<file path="src/rtl/cipo_pkg.sv">
// Shared sizing and types for recovering the A/B word pair from an
// oversampled CIPO capture buffer.
package cipo_pkg;
  localparam int WORD_BITS  = 16;
  localparam int OVERSAMPLE = 4;
  localparam int BUF_BITS   = 74;
  localparam int MAX_PHASE  = 11;

  typedef logic [WORD_BITS-1:0] cipo_word_t;

  typedef struct packed {
    cipo_word_t b;
    cipo_word_t a;
  } cipo_pair_t;

  // Phases beyond MAX_PHASE would walk the falling-edge sample off the buffer.
  function automatic logic [3:0] clamp_phase(input logic [3:0] ps);
    return (ps > 4'(MAX_PHASE)) ? 4'(MAX_PHASE) : ps;
  endfunction
endpackage

</file>
<file path="src/rtl/cipo_word_extract.sv">
// Strided gather of one 16-bit word out of the oversample buffer, MSB first.
// EDGE_OFFSET selects rising (0) or falling (2) sample within each SCLK bit.
module cipo_word_extract
  import cipo_pkg::*;
#(
  parameter int EDGE_OFFSET = 0
) (
  input  logic [3:0]          phase_i,
  input  logic [BUF_BITS-1:0] buf_i,
  output cipo_word_t          word_o
);
  for (genvar k = 0; k < WORD_BITS; k++) begin : g_bit
    logic [6:0] idx;
    assign idx = 7'(phase_i) + 7'(OVERSAMPLE * k + EDGE_OFFSET);
    assign word_o[WORD_BITS-1-k] = buf_i[idx];
  end
endmodule

</file>
<file path="src/rtl/cipo_combined_phase_selector.sv">
// Phase-compensated DDR word recovery: combinational gather, one output register.
module cipo_combined_phase_selector
  import cipo_pkg::*;
(
  input  logic                    clk,
  input  logic                    rstn,
  input  logic [3:0]              phase_select,
  input  logic [BUF_BITS-1:0]     CIPO4x,
  output logic [2*WORD_BITS-1:0]  CIPO,
  output logic                    phase_clamped
);
  logic [3:0] phase_eff;
  cipo_pair_t pair_d, pair_q;
  logic       clamped_d, clamped_q;

  assign phase_eff = clamp_phase(phase_select);
  assign clamped_d = (phase_select > 4'(MAX_PHASE));

  cipo_word_extract #(.EDGE_OFFSET(0)) u_word_a (
    .phase_i (phase_eff),
    .buf_i   (CIPO4x),
    .word_o  (pair_d.a)
  );

  cipo_word_extract #(.EDGE_OFFSET(2)) u_word_b (
    .phase_i (phase_eff),
    .buf_i   (CIPO4x),
    .word_o  (pair_d.b)
  );

  always_ff @(posedge clk) begin
    if (!rstn) begin
      pair_q    <= '0;
      clamped_q <= 1'b0;
    end else begin
      pair_q    <= pair_d;
      clamped_q <= clamped_d;
    end
  end

  assign CIPO          = pair_q;
  assign phase_clamped = clamped_q;
endmodule

</file>
<file path="config.mk">
export PLATFORM = sky130hd
export DESIGN_NAME = cipo_combined_phase_selector
export DESIGN_NICKNAME = d
export VERILOG_FILES = /design/src/rtl/cipo_pkg.sv /design/src/rtl/cipo_word_extract.sv /design/src/rtl/cipo_combined_phase_selector.sv
export SDC_FILE = /design/constraint.sdc
export NUM_CORES = 1
export LEC_CHECK = 0
export ABC_AREA = 1
export CAP_MARGIN = 20
export CORE_MARGIN = 2
export CORE_UTILIZATION = 54
export DETAILED_ROUTE_END_ITERATION = 8
export PLACE_DENSITY_LB_ADDON = 0.05
export RECOVER_POWER = 100
export SYNTH_ARGS = -nofsm -noshare
export SYNTH_HDL_FRONTEND = slang
export SYNTH_HIERARCHICAL = 1
export SYNTH_SLANG_ARGS = --single-unit
</file>
<file path="constraint.sdc">
create_clock -name clk -period 5.25 [get_ports clk]
set_input_delay 0.525 -clock clk [delete_from_list [all_inputs] [get_ports clk]]
set_output_delay 0.525 -clock clk [all_outputs]
set_load 0.05 [all_outputs]
</file>
==> qor.log, run 1 <==
qor: outcome.status finished, final reports clean
qor: synth.postSynthAreaPerCell 6.12 um2
qor: cells_and_area.seq_area 661 um2
qor: worst_hold_path.whs_path_depth 3
qor: synth.synth.top_cells.by_area sky130_fd_sc_hd__nand3_1 (22%), sky130_fd_sc_hd__nand2_1 (21%), sky130_fd_sc_hd__dfxtp_1 (16%)
qor: timing.hold_slack 0.898 ns
qor: timing.timing.final.ws_setup 0.943 ns
qor: die.fp.dieW 90.8 um
qor: route.route.detailed.drc 0
qor: synth.synth_compound_gate_area_share 4.18%
qor: synth.synth_top_flop_cell sky130_fd_sc_hd__dfxtp_1
qor: cts.cts.root.buffer_cell sky130_fd_sc_hd__clkbuf_8
qor: timing.finalSetupTns 0 ns
qor: synth.number_of_synthesized_flops_with_an_enable_pin 0
qor: worst_setup_path.cp_most_frequent_cell sky130_fd_sc_hd__nand2_1
qor: timing.max_slew_margin 16.9%
qor: timing.timing.fmax 0.232 GHz
qor: synth.syn_inst 666
qor: cells_and_area.fillers 674
qor: worst_setup_path.end_kind flop
qor: route.route.antenna.remaining_nets 0
qor: timing.finalCritPeriodShare 82.0%
qor: worst_hold_path.worstHoldPathType input pin to flop
qor: die.initial_utilization 55.9%
qor: cts.numCtsBuffers 5
qor: timing.worst-slew-pin-transition 1.25 ns
qor: worst_setup_path.largest_stage_delay_worst_path 1.06 ns
qor: global_route.number_of_antenna_violations_at_the_first_check_in_global_routing 0
qor: worst_setup_path.critical_path.max_fanout 56
qor: global_route.grt_pass1_wl 22000 um
qor: synth.synth_top_family_by_area simple AND/OR/NAND/NOR gates
qor: die.rows 31
qor: die.core 7290 um2
qor: place.port_buffers 112
qor: cts.post_cts_resize_count 0
qor: worst_hold_path.hold_end phase_clamped
qor: route.drt_iter0_drcs 519
qor: global_route.pin_count_of_the_biggest_net_entering_global_routing 57
qor: synth.synth-warning-count 6
qor: power_and_ir_drop.power_per_cell_area 225 nW/um2
qor: route.post_drt_wl_per_cell 16.1 um
qor: synth.muxShareOfSynthArea 0%
qor: run.max_cap_viol_count 0
qor: synth.synthDistinctLibCells 31
qor: worst_setup_path.cp_top_delay_family buffers and inverters
qor: timing.rsz0062_at_grt false
qor: route.postRouteWirelength 13800 um
qor: die.boundaryPins 113
qor: synth.synth-seq-area-share 16.2%
qor: cts.tritoncts_num_sinks 33
qor: cells_and_area.fin_nets 845
qor: timing.timing.final.hold_violations 0
qor: synth.ys_async_sr_fraction 0%
qor: cells_and_area.post_route_cells_drive_above_1_share 13.7%
qor: synth.yosys.area_share.adder 2.76%
qor: cts.cts.htree.levels 2
qor: global_route.global_route.overflow_total 0
qor: place.routabilityCongestion 1.06
qor: place.numPlacedInstances 848
qor: cells_and_area.syn2layout_area_growth 23.7%
qor: synth.post_synth_instance_area 4070 um2
qor: worst_setup_path.worstSetupStartpointType input pin
qor: power_and_ir_drop.final_total_pwr 1.13 mW
qor: route.routed_via_density 5.80
qor: power_and_ir_drop.peakVddDrop 0.149 mV
qor: synth.register_bit_count_reported_by_yosys 33
qor: place.placedInstanceArea 4980 um2
qor: worst_setup_path.cp.depth 14
qor: worst_setup_path.worstSetupPathType input pin to flop
qor: worst_setup_path.crit_path_top_delay_cell sky130_fd_sc_hd__clkbuf_2
qor: cells_and_area.fin_cells 856
qor: synth.synth.largest_area_cell sky130_fd_sc_hd__nand3_1
qor: synth.area_fraction_in_and_or_nand_and_nor_cells_after_synthesis 61.6%
qor: cts.cts.path.max_buffers 2
qor: worst_setup_path.critPathBufInv 3
qor: route.pre_antenna_drt_iters 6
qor: synth.postSynthNetCount 755
qor: cells_and_area.num_antenna_cells 0
qor: timing.report.final.slew_viol_count 0
qor: place.detailedPlace.worstSlack 1.19 ns
qor: cells_and_area.layout.core_utilization 69.1%
qor: global_route.first_global_vias 4577
qor: power_and_ir_drop.power_leakage 2.56 nW
qor: cells_and_area.multi_input_area 2770 um2
qor: cells_and_area.finalInstanceArea 5040 um2
qor: cts.cts_tree done
qor: worst_setup_path.worst_ep_arrival_time 4.55 ns
qor: synth.xor_and_xnor_area_share_after_synthesis 0%
qor: worst_hold_path.timing.hold.worst.start phase_select[2]
qor: cts.cts_hold_repair.buffers 0
qor: timing.setup-violations-final 0
qor: worst_setup_path.critPathRequiredTime 5.49 ns
qor: global_route.aggregate_global_route_resource_usage 33.0%
qor: route.vias 4962
qor: cts.worst_setup_hold_path_clk_slew 0.08 ns
qor: die.die_area 8250 um2
qor: place.dp.final_hpwl 10700 um
qor: synth.post-synth-top-area-fraction 22.5%
qor: worst_setup_path.cp_cell_sequence dlygate4sd3_1 > nand2_1 > nand2_1 > clkbuf_2 > nand2_1 > nand3_1 > nand3_1 > nand3_1 > nand2_1 > a21oi_1 > nand2_1 > nand2_1 > nand2_1 > inv_1
qor: cts.cts_post_setup_buffers_inserted 0
qor: timing.layout_min_cycle_time 4.31 ns
qor: die.floorplan.die.height 90.8 um
==> report_power, final <==
group          total (mW)  leakage, nW  internal (mW)  switching, mW
logic               0.646         2.24          0.220          0.425
registers           0.287        0.274          0.280        0.00637
clock network       0.202       0.0439         0.0917          0.110
==> cell usage after synthesis (5+ instances only) <==
cell type and number:
sky130_fd_sc_hd__a21oi_1 5, sky130_fd_sc_hd__o21ai_0 11, sky130_fd_sc_hd__o21ai_1 6, sky130_fd_sc_hd__dfxtp_1 33, sky130_fd_sc_hd__nand2_1 225, sky130_fd_sc_hd__ha_1 9
sky130_fd_sc_hd__nor2_1 5, sky130_fd_sc_hd__inv_2 9, sky130_fd_sc_hd__buf_4 5, sky130_fd_sc_hd__nand2_2 31, sky130_fd_sc_hd__buf_2 9, sky130_fd_sc_hd__buf_12 7
sky130_fd_sc_hd__buf_6 6, sky130_fd_sc_hd__nand3_2 48, sky130_fd_sc_hd__inv_1 48, sky130_fd_sc_hd__nand3_1 183
==> flip-flops by register name, indices dropped and copies added (netlist names) <==
register	cells
CIPO	32
phase_clamped	1
==> per-layer routing <==
| metal | vias to the layer above | track usage (%) | wire length, um |
|---|---|---|---|
| li1 | 2367 | - | - |
| met1 | 2235 | 42.5 | 5770 |
| met2 | 325 | 54.0 | 6220 |
| met3 | 35 | 7.26 | 1410 |
| met4 | 0 | 12.1 | 397 |
| met5 | - | 0 | 0 |
==> cell usage in the layout (no fill, tap or decap), types with 2 or more instances in the layout <==
cell,synthesis,routed
sky130_fd_sc_hd__nand2_1,225,225
sky130_fd_sc_hd__nand3_1,183,188
sky130_fd_sc_hd__clkdlybuf4s50_1,0,78
sky130_fd_sc_hd__inv_1,48,48
sky130_fd_sc_hd__nand3_2,48,43
sky130_fd_sc_hd__dlygate4sd3_1,0,34
sky130_fd_sc_hd__dfxtp_1,33,33
sky130_fd_sc_hd__nand2_2,31,31
sky130_fd_sc_hd__o21ai_0,11,13
sky130_fd_sc_hd__inv_2,9,9
sky130_fd_sc_hd__ha_1,9,9
sky130_fd_sc_hd__clkbuf_8,3,5
sky130_fd_sc_hd__buf_4,5,5
sky130_fd_sc_hd__a21oi_1,5,5
sky130_fd_sc_hd__nor2_1,5,4
sky130_fd_sc_hd__o21ai_1,6,4
sky130_fd_sc_hd__a211oi_1,4,4
sky130_fd_sc_hd__nor2_2,2,3
sky130_fd_sc_hd__clkinv_1,3,3
sky130_fd_sc_hd__clkinv_2,0,2
sky130_fd_sc_hd__and2_0,0,2
==> cell families after synthesis <==
logic type | count (synthesis)
buffers and inverters | 96
adders and majority gates | 9
AOI/OAI and AO/OA | 29
and+or+nand+nor | 499
DFF | 33
==> final cells by class <==
type                            instances  share of cell area (%)
Clock buffer                            5                    1.37
Clock inverter                          3                   0.348
Inverter                               61                    4.60
Multi-Input combinational cell        537                    55.0
Sequential cell                        33                    13.1
Tap cell                               99                    2.46
Timing Repair Buffer                  118                    23.1
==> how the worst max path moves through the flow <==
stage / start / end
after floorplan: phase_select[2] / CIPO[17]
after global placement: phase_select[3] / CIPO[17]
after detailed placement: phase_select[3] / CIPO[17]
after CTS: phase_select[3] / CIPO[17]
after global routing: phase_select[3] / CIPO[18]
final: phase_select[3] / CIPO[16]
(Power assumes the default switching activity.)
==> run 2: changes to the inputs <==
--- a/config.mk
+++ b/config.mk
@@ -8,7 +8,7 @@
 export ABC_AREA = 1
 export CAP_MARGIN = 20
 export CORE_MARGIN = 2
-export CORE_UTILIZATION = 54
+export CORE_UTILIZATION = 50
 export DETAILED_ROUTE_END_ITERATION = 8
 export PLACE_DENSITY_LB_ADDON = 0.05
 export RECOVER_POWER = 100
==> constraint.sdc (replaced) <==
create_clock -name clk -period 4.4 [get_ports clk]
set_input_delay 0.44 -clock clk [delete_from_list [all_inputs] [get_ports clk]]
set_output_delay 0.44 -clock clk [all_outputs]
set_load 0.05 [all_outputs]
==> qor.log, run 2 (synthesis gave the netlist of run 1 again) <==
qor: outcome.status finished, violations left
qor: outcome.failed_checks capacitance limit, slew limit
qor: cts.cts.path.max_buffers 2 [unchanged]
qor: run.max_cap_viol_count 1 [+1]
qor: worst_setup_path.worstSetupPathType input pin to flop
qor: place.port_buffers 112 [unchanged]
qor: power_and_ir_drop.final_total_pwr 1.37 mW [+21%]
qor: cts.numCtsBuffers 5 [unchanged]
qor: cts.cts_post_setup_buffers_inserted 0 [unchanged]
qor: cells_and_area.post_route_cells_drive_above_1_share 13.6% [-0.17 points]
qor: route.drt_iter0_drcs 503 [-3.1%]
qor: cells_and_area.final_cell_mix sky130_fd_sc_hd__nand2_1 (225), sky130_fd_sc_hd__nand3_1 (189), sky130_fd_sc_hd__clkdlybuf4s50_1 (79)
qor: cts.tritoncts_num_sinks 33 [unchanged]
qor: worst_setup_path.end_kind flop
qor: power_and_ir_drop.power_leakage 2.58 nW [+0.71%]
qor: place.dp.final_hpwl 10700 um [-0.55%]
qor: cells_and_area.syn2layout_area_growth 24.3%
qor: cts.cts.htree.levels 2 [unchanged]
qor: die.die_area 8880 um2 [+7.6%]
qor: route.postRouteWirelength 13800 um [-0.22%]
qor: cts.worst_setup_hold_path_clk_slew 0.08 ns [about the same]
qor: power_and_ir_drop.power_per_cell_area 271 nW/um2 [+20%]
qor: global_route.first_global_vias 4340 [-5.2%]
qor: global_route.number_of_antenna_violations_at_the_first_check_in_global_routing 0 [unchanged]
qor: timing.finalCritPeriodShare 78.7%
qor: timing.layout_min_cycle_time 3.46 ns
qor: cts.cts_tree done
qor: global_route.pin_count_of_the_biggest_net_entering_global_routing 42 [-26%]
qor: route.route.detailed.drc 0 [unchanged]
qor: cells_and_area.num_antenna_cells 0 [unchanged]
qor: cts.cts.root.buffer_cell sky130_fd_sc_hd__clkbuf_8
qor: die.core 7810 um2 [+7.1%]
qor: timing.setup-violations-final 0 [unchanged]
qor: cts.post_cts_resize_count 0 [unchanged]
qor: cells_and_area.largest_register_ff_count 32 [unchanged]
qor: place.routabilityCongestion 1.09 [+3.2%]
qor: power_and_ir_drop.peakVddDrop 0.149 mV [about the same]
qor: global_route.global_route.overflow_total 0 [unchanged]
qor: timing.max_slew_margin -5.72% [-23 points]
qor: worst_setup_path.worstSetupStartpointType input pin
qor: global_route.grt_pass1_wl 21800 um [-0.94%]
qor: die.rows 32 [+3.2%]
qor: timing.timing.fmax 0.289 GHz
qor: route.pre_antenna_drt_iters 7 [+1]
qor: worst_setup_path.worst_ep_arrival_time 3.70 ns [-0.85 ns]
qor: worst_hold_path.worstHoldPathType input pin to flop
qor: timing.report.final.slew_viol_count 34 [+34]
qor: route.route.antenna.remaining_nets 0 [unchanged]
qor: cts.cts_hold_repair.buffers 0 [unchanged]
qor: timing.rsz0062_at_grt false
qor: worst_setup_path.critPathRequiredTime 4.63 ns [-0.86 ns]
qor: route.routed_via_density 5.65 [-2.6%]
qor: cells_and_area.layout_commonest_cell sky130_fd_sc_hd__nand2_1
qor: cells_and_area.fin_nets 847 [+0.24%]
qor: die.floorplan.die.height 94.3 um [+3.7%]
qor: route.post_drt_wl_per_cell 16.0 um [-0.80%]
qor: die.boundaryPins 113 [unchanged]
qor: timing.worst-slew-pin-transition 1.59 ns [+0.339 ns]
qor: timing.finalSetupTns 0 ns [unchanged]
qor: die.initial_utilization 52.2% [-3.7 points]
qor: route.vias 4863 [-2.0%]
qor: die.fp.dieW 94.3 um [+3.7%]
qor: timing.hold_slack 0.796 ns [-0.102 ns]
qor: global_route.aggregate_global_route_resource_usage 31.4% [-1.6 points]
qor: worst_setup_path.critical_path.max_fanout 37 [-34%]
qor: timing.timing.final.hold_violations 0 [unchanged]
## run 2: cell types whose count changed in the layout (fill, tap and decap cells not counted), sizes merged
| cell | before | now |
|---|---|---|
| clkdlybuf4s50 | 78 | 79 |
| clkinv | 5 | 4 |
| dlygate4sd3 | 34 | 33 |
| clkinvlp | 1 | 0 |
| buf | 5 | 7 |
| clkbuf | 6 | 8 |
## run 2: cell type report
class	instances	area [um2]
multi-input combinational	537	2770
fill	764	2740
timing repair buffer	120	1180
sequential	33	661
inverter	61	231
tap	102	128
clock buffer	7	96.3
clock inverter	1	5.00
## run 2: stage by stage
| stage | instance area (um2) | instances | setup slack (ns) | util, % |
|---|---|---|---|---|
| 2_1_floorplan | 4070 | 666 | 2.00 | - |
| 3_3_place_gp | 5000 | 853 | 1.26 | 64.0 |
| 3_5_place_dp | 5000 | 853 | 1.26 | 64.0 |
| 4_1_cts | 5100 | 861 | 1.54 | 65.3 |
| 5_1_grt | 5060 | 861 | 0.651 | 64.9 |
| 6_report | 5060 | 861 | 0.937 | 64.9 |
## run 2: path summary, 6_finish.rpt
kind | from | endpoint | slack (ns) | depth (start not counted)
worst max-delay path | phase_select[3] | CIPO[6] | 0.94 | 12
worst min-delay path | phase_select[2] | phase_clamped | 0.80 | 3
## run 2: power by group
part           internal (mW)  switching, mW  total (mW)
sequential             0.335        0.00811       0.343
clock                  0.142          0.124       0.265
combinational          0.264          0.501       0.765
## run 2: worst max-delay path, cell delays in order
cell,delay [ns]
sky130_fd_sc_hd__clkdlybuf4s50_1,0.45
sky130_fd_sc_hd__nand2_1,0.16
sky130_fd_sc_hd__nand2_1,0.55
sky130_fd_sc_hd__inv_1,1.16
sky130_fd_sc_hd__nand2_1,0.15
sky130_fd_sc_hd__nand3_2,0.14
sky130_fd_sc_hd__nand3_1,0.15
sky130_fd_sc_hd__nand3_1,0.13
sky130_fd_sc_hd__nand3_1,0.10
sky130_fd_sc_hd__nand2_1,0.09
sky130_fd_sc_hd__nand2_1,0.06
sky130_fd_sc_hd__inv_1,0.11
## run 2: routing by layer
layer  GRT usage [%]  wire, um  vias to the layer above
met1            41.7      5940                     2181
met4            8.09       329                        0
met5               0         0                        -
met2            51.2      6130                      279
met3            7.06      1370                       36
li1                -         -                     2367
==> run 3: changes to the inputs <==
--- a/config.mk
+++ b/config.mk
@@ -8,7 +8,7 @@
 export ABC_AREA = 1
 export CAP_MARGIN = 20
 export CORE_MARGIN = 2
-export CORE_UTILIZATION = 50
+export CORE_UTILIZATION = 45
 export DETAILED_ROUTE_END_ITERATION = 8
 export PLACE_DENSITY_LB_ADDON = 0.05
 export RECOVER_POWER = 100
==> constraint.sdc (replaced) <==
create_clock -name clk -period 3.1 [get_ports clk]
set_input_delay 0.31 -clock clk [delete_from_list [all_inputs] [get_ports clk]]
set_output_delay 0.31 -clock clk [all_outputs]
set_load 0.05 [all_outputs]
==> qor.log, run 3 (synthesis gave the netlist of run 1 again) <==
qor: outcome.status finished, violations left
qor: outcome.failed_checks capacitance limit, slew limit
qor: cts.worst_setup_hold_path_clk_slew 0.07 ns [about the same]
qor: route.vias 4791 [-1.5%]
qor: cells_and_area.num_antenna_cells 0 [unchanged]
qor: place.placedInstanceArea 5070 um2 [+1.5%]
qor: worst_setup_path.cp_cell_sequence dlygate4sd3_1 > buf_4 > nor2_1 > inv_1 > ha_1 > inv_2 > nand3_1 > nand3_1 > nand2_1 > o21ai_0 > nand2_1 > nand2_1 > nand2_1 > inv_1
qor: place.routabilityCongestion 1.01 [-7.9%]
qor: power_and_ir_drop.peakVddDrop 0.263 mV [+76%]
qor: cells_and_area.fin_nets 854 [+0.83%]
qor: timing.hold_slack 0.762 ns [-0.0341 ns]
qor: route.postRouteWirelength 14200 um [+3.0%]
qor: cts.tritoncts_num_sinks 33 [unchanged]
qor: timing.layout_min_cycle_time 2.75 ns
qor: route.drt_iter0_drcs 515 [+2.4%]
qor: cells_and_area.finalInstanceArea 5140 um2 [+1.5%]
qor: timing.finalSetupTns 0 ns [unchanged]
qor: timing.setup-violations-final 0 [unchanged]
qor: worst_setup_path.crit_path_top_delay_cell sky130_fd_sc_hd__dlygate4sd3_1
qor: cells_and_area.final_cell_mix sky130_fd_sc_hd__nand2_1 (225), sky130_fd_sc_hd__nand3_1 (188), sky130_fd_sc_hd__clkdlybuf4s50_1 (78)
qor: timing.report.final.slew_viol_count 34 [unchanged]
qor: route.post_drt_wl_per_cell 16.2 um [+1.5%]
qor: route.route.antenna.remaining_nets 0 [unchanged]
qor: route.routed_via_density 5.48 [-2.9%]
qor: worst_setup_path.largest_stage_delay_worst_path 0.59 ns [-0.57 ns]
qor: global_route.grt_pass1_wl 22500 um [+3.0%]
qor: cts.cts.path.max_buffers 2 [unchanged]
qor: place.port_buffers 112 [unchanged]
qor: worst_hold_path.whs_path_depth 3 [unchanged]
qor: worst_setup_path.end_kind flop
qor: place.dp.final_hpwl 11200 um [+5.5%]
qor: cts.cts_post_setup_buffers_inserted 0 [unchanged]
qor: cells_and_area.layout_commonest_cell sky130_fd_sc_hd__nand2_1
qor: power_and_ir_drop.power_per_cell_area 382 nW/um2 [+41%]
qor: global_route.global_route.overflow_total 0 [unchanged]
qor: place.numPlacedInstances 866 [+1.5%]
qor: worst_hold_path.hold_end phase_clamped
qor: timing.worst-slew-pin-transition 1.62 ns [+0.0311 ns]
qor: worst_setup_path.cp_top_delay_family buffers and inverters
qor: worst_setup_path.critPathBufInv 5 [+2]
qor: run.max_cap_viol_count 1 [unchanged]
qor: place.detailedPlace.worstSlack 0.393 ns [-0.870 ns]
qor: worst_setup_path.critPathRequiredTime 3.33 ns [-1.30 ns]
qor: global_route.aggregate_global_route_resource_usage 28.8% [-2.6 points]
qor: timing.rsz0062_at_grt false
qor: worst_hold_path.timing.hold.worst.start phase_select[2]
qor: power_and_ir_drop.power.share.clock 19.0% [-0.3 points]
qor: route.pre_antenna_drt_iters 7 [unchanged]
qor: worst_setup_path.worstSetupPathType input pin to flop
qor: worst_setup_path.worstSetupStartpointType input pin
qor: die.initial_utilization 46.5% [-5.7 points]
qor: power_and_ir_drop.power_leakage 2.62 nW [+1.6%]
qor: worst_hold_path.worstHoldPathType input pin to flop
qor: cells_and_area.fin_cells 874 [+1.5%]
qor: cts.cts.root.buffer_cell sky130_fd_sc_hd__clkbuf_8
qor: worst_setup_path.cp_most_frequent_cell sky130_fd_sc_hd__nand2_1
qor: global_route.number_of_antenna_violations_at_the_first_check_in_global_routing 0 [unchanged]
qor: route.route.detailed.drc 0 [unchanged]
qor: die.core 8760 um2 [+12%]
qor: power_and_ir_drop.pwr-share-seq 24.7% [-0.3 points]
qor: die.floorplan.die.height 99.1 um [+5.2%]
qor: cells_and_area.syn2layout_area_growth 26.2%
qor: worst_setup_path.worst_ep_arrival_time 2.98 ns [-0.72 ns]
qor: power_and_ir_drop.combPwrFrac 56.3% [+0.6 points]
qor: power_and_ir_drop.power.net_switching 0.905 mW [+43%]
qor: cells_and_area.post_route_cells_drive_above_1_share 14.5% [+0.92 points]
qor: cts.cts_hold_repair.buffers 0 [unchanged]
qor: timing.timing.fmax 0.364 GHz
qor: cts.cts.htree.levels 2 [unchanged]
qor: cts.numCtsBuffers 5 [unchanged]
qor: global_route.pin_count_of_the_biggest_net_entering_global_routing 42 [unchanged]
qor: timing.finalCritPeriodShare 88.7%
qor: timing.timing.final.ws_setup 0.351 ns [-0.586 ns]
qor: timing.max_slew_margin -7.79% [-2.1 points]
qor: power_and_ir_drop.intPower 1.06 mW [+43%]
qor: timing.timing.final.hold_violations 0 [unchanged]
qor: cts.post_cts_resize_count 0 [unchanged]
qor: cells_and_area.largest_register_ff_count 32 [unchanged]
qor: worst_setup_path.critical_path.max_fanout 19 [-49%]
qor: global_route.first_global_vias 4425 [+2.0%]
qor: die.die_area 9830 um2 [+11%]
qor: die.boundaryPins 113 [unchanged]
qor: power_and_ir_drop.sw_frac_of_total 46.1% [about the same]
qor: die.fp.dieW 99.1 um [+5.2%]
qor: cts.cts_tree done
qor: die.rows 34 [+6.3%]
qor: cells_and_area.fillers 881 [+15%]
==> run 3: changes by cell type in the layout (fill, tap and decap cells not counted), sizes merged <==
| cell | delta |
|---|---|
| buf | +7 |
| dlygate4sd3 | +1 |
| clkdlybuf4s50 | -1 |
==> run 3: layout make-up <==
class | count | area (um2) | area share (%)
Tap cell | 108 | 135 | 2.63
Clock inverter | 1 | 5.00 | 0.0974
Inverter | 61 | 231 | 4.50
Timing Repair Buffer | 127 | 1240 | 24.2
Multi-Input combinational cell | 537 | 2770 | 53.9
Sequential cell | 33 | 661 | 12.9
Clock buffer | 7 | 96.3 | 1.87
==> run 3: power groups by stage <==
stage	Combinational, mW	Clock, mW	Sequential (mW)
6_report	1.11	0.374	0.485
5_1_grt	1.20	0.402	0.490
4_1_cts	1.12	0.385	0.488
3_5_place_dp	1.11	0	0.498
3_3_place_gp	1.11	0	0.496
2_1_floorplan	0.592	0	0.680
==> run 3: worst max-delay path by stage <==
stage                               start        to  depth (start not counted)
after floorplan           phase_select[2]  CIPO[17]                         14
after global placement    phase_select[3]  CIPO[17]                         14
after detailed placement  phase_select[3]  CIPO[14]                         13
after CTS                 phase_select[3]  CIPO[17]                         14
after global routing      phase_select[3]  CIPO[25]                         14
final                     phase_select[3]  CIPO[24]                         14
==> run 3: routing by layer <==
layer	track usage (%)	vias to the layer above	share of wire (%)	wire length, um
met3	3.87	39	8.5	1200
met5	0	-	0	0
met4	11.2	0	3.7	521
li1	-	2382	-	-
met1	40.0	2112	44	6220
met2	45.3	258	44	6230
==> run 3: metrics by stage <==
step           total power [mW]  utilization, %
6_report                   1.96            58.6
5_1_grt                    2.09            58.6
4_1_cts                    1.99            59.0
3_5_place_dp               1.61            57.9
3_3_place_gp               1.61            57.9
2_1_floorplan              1.27               -
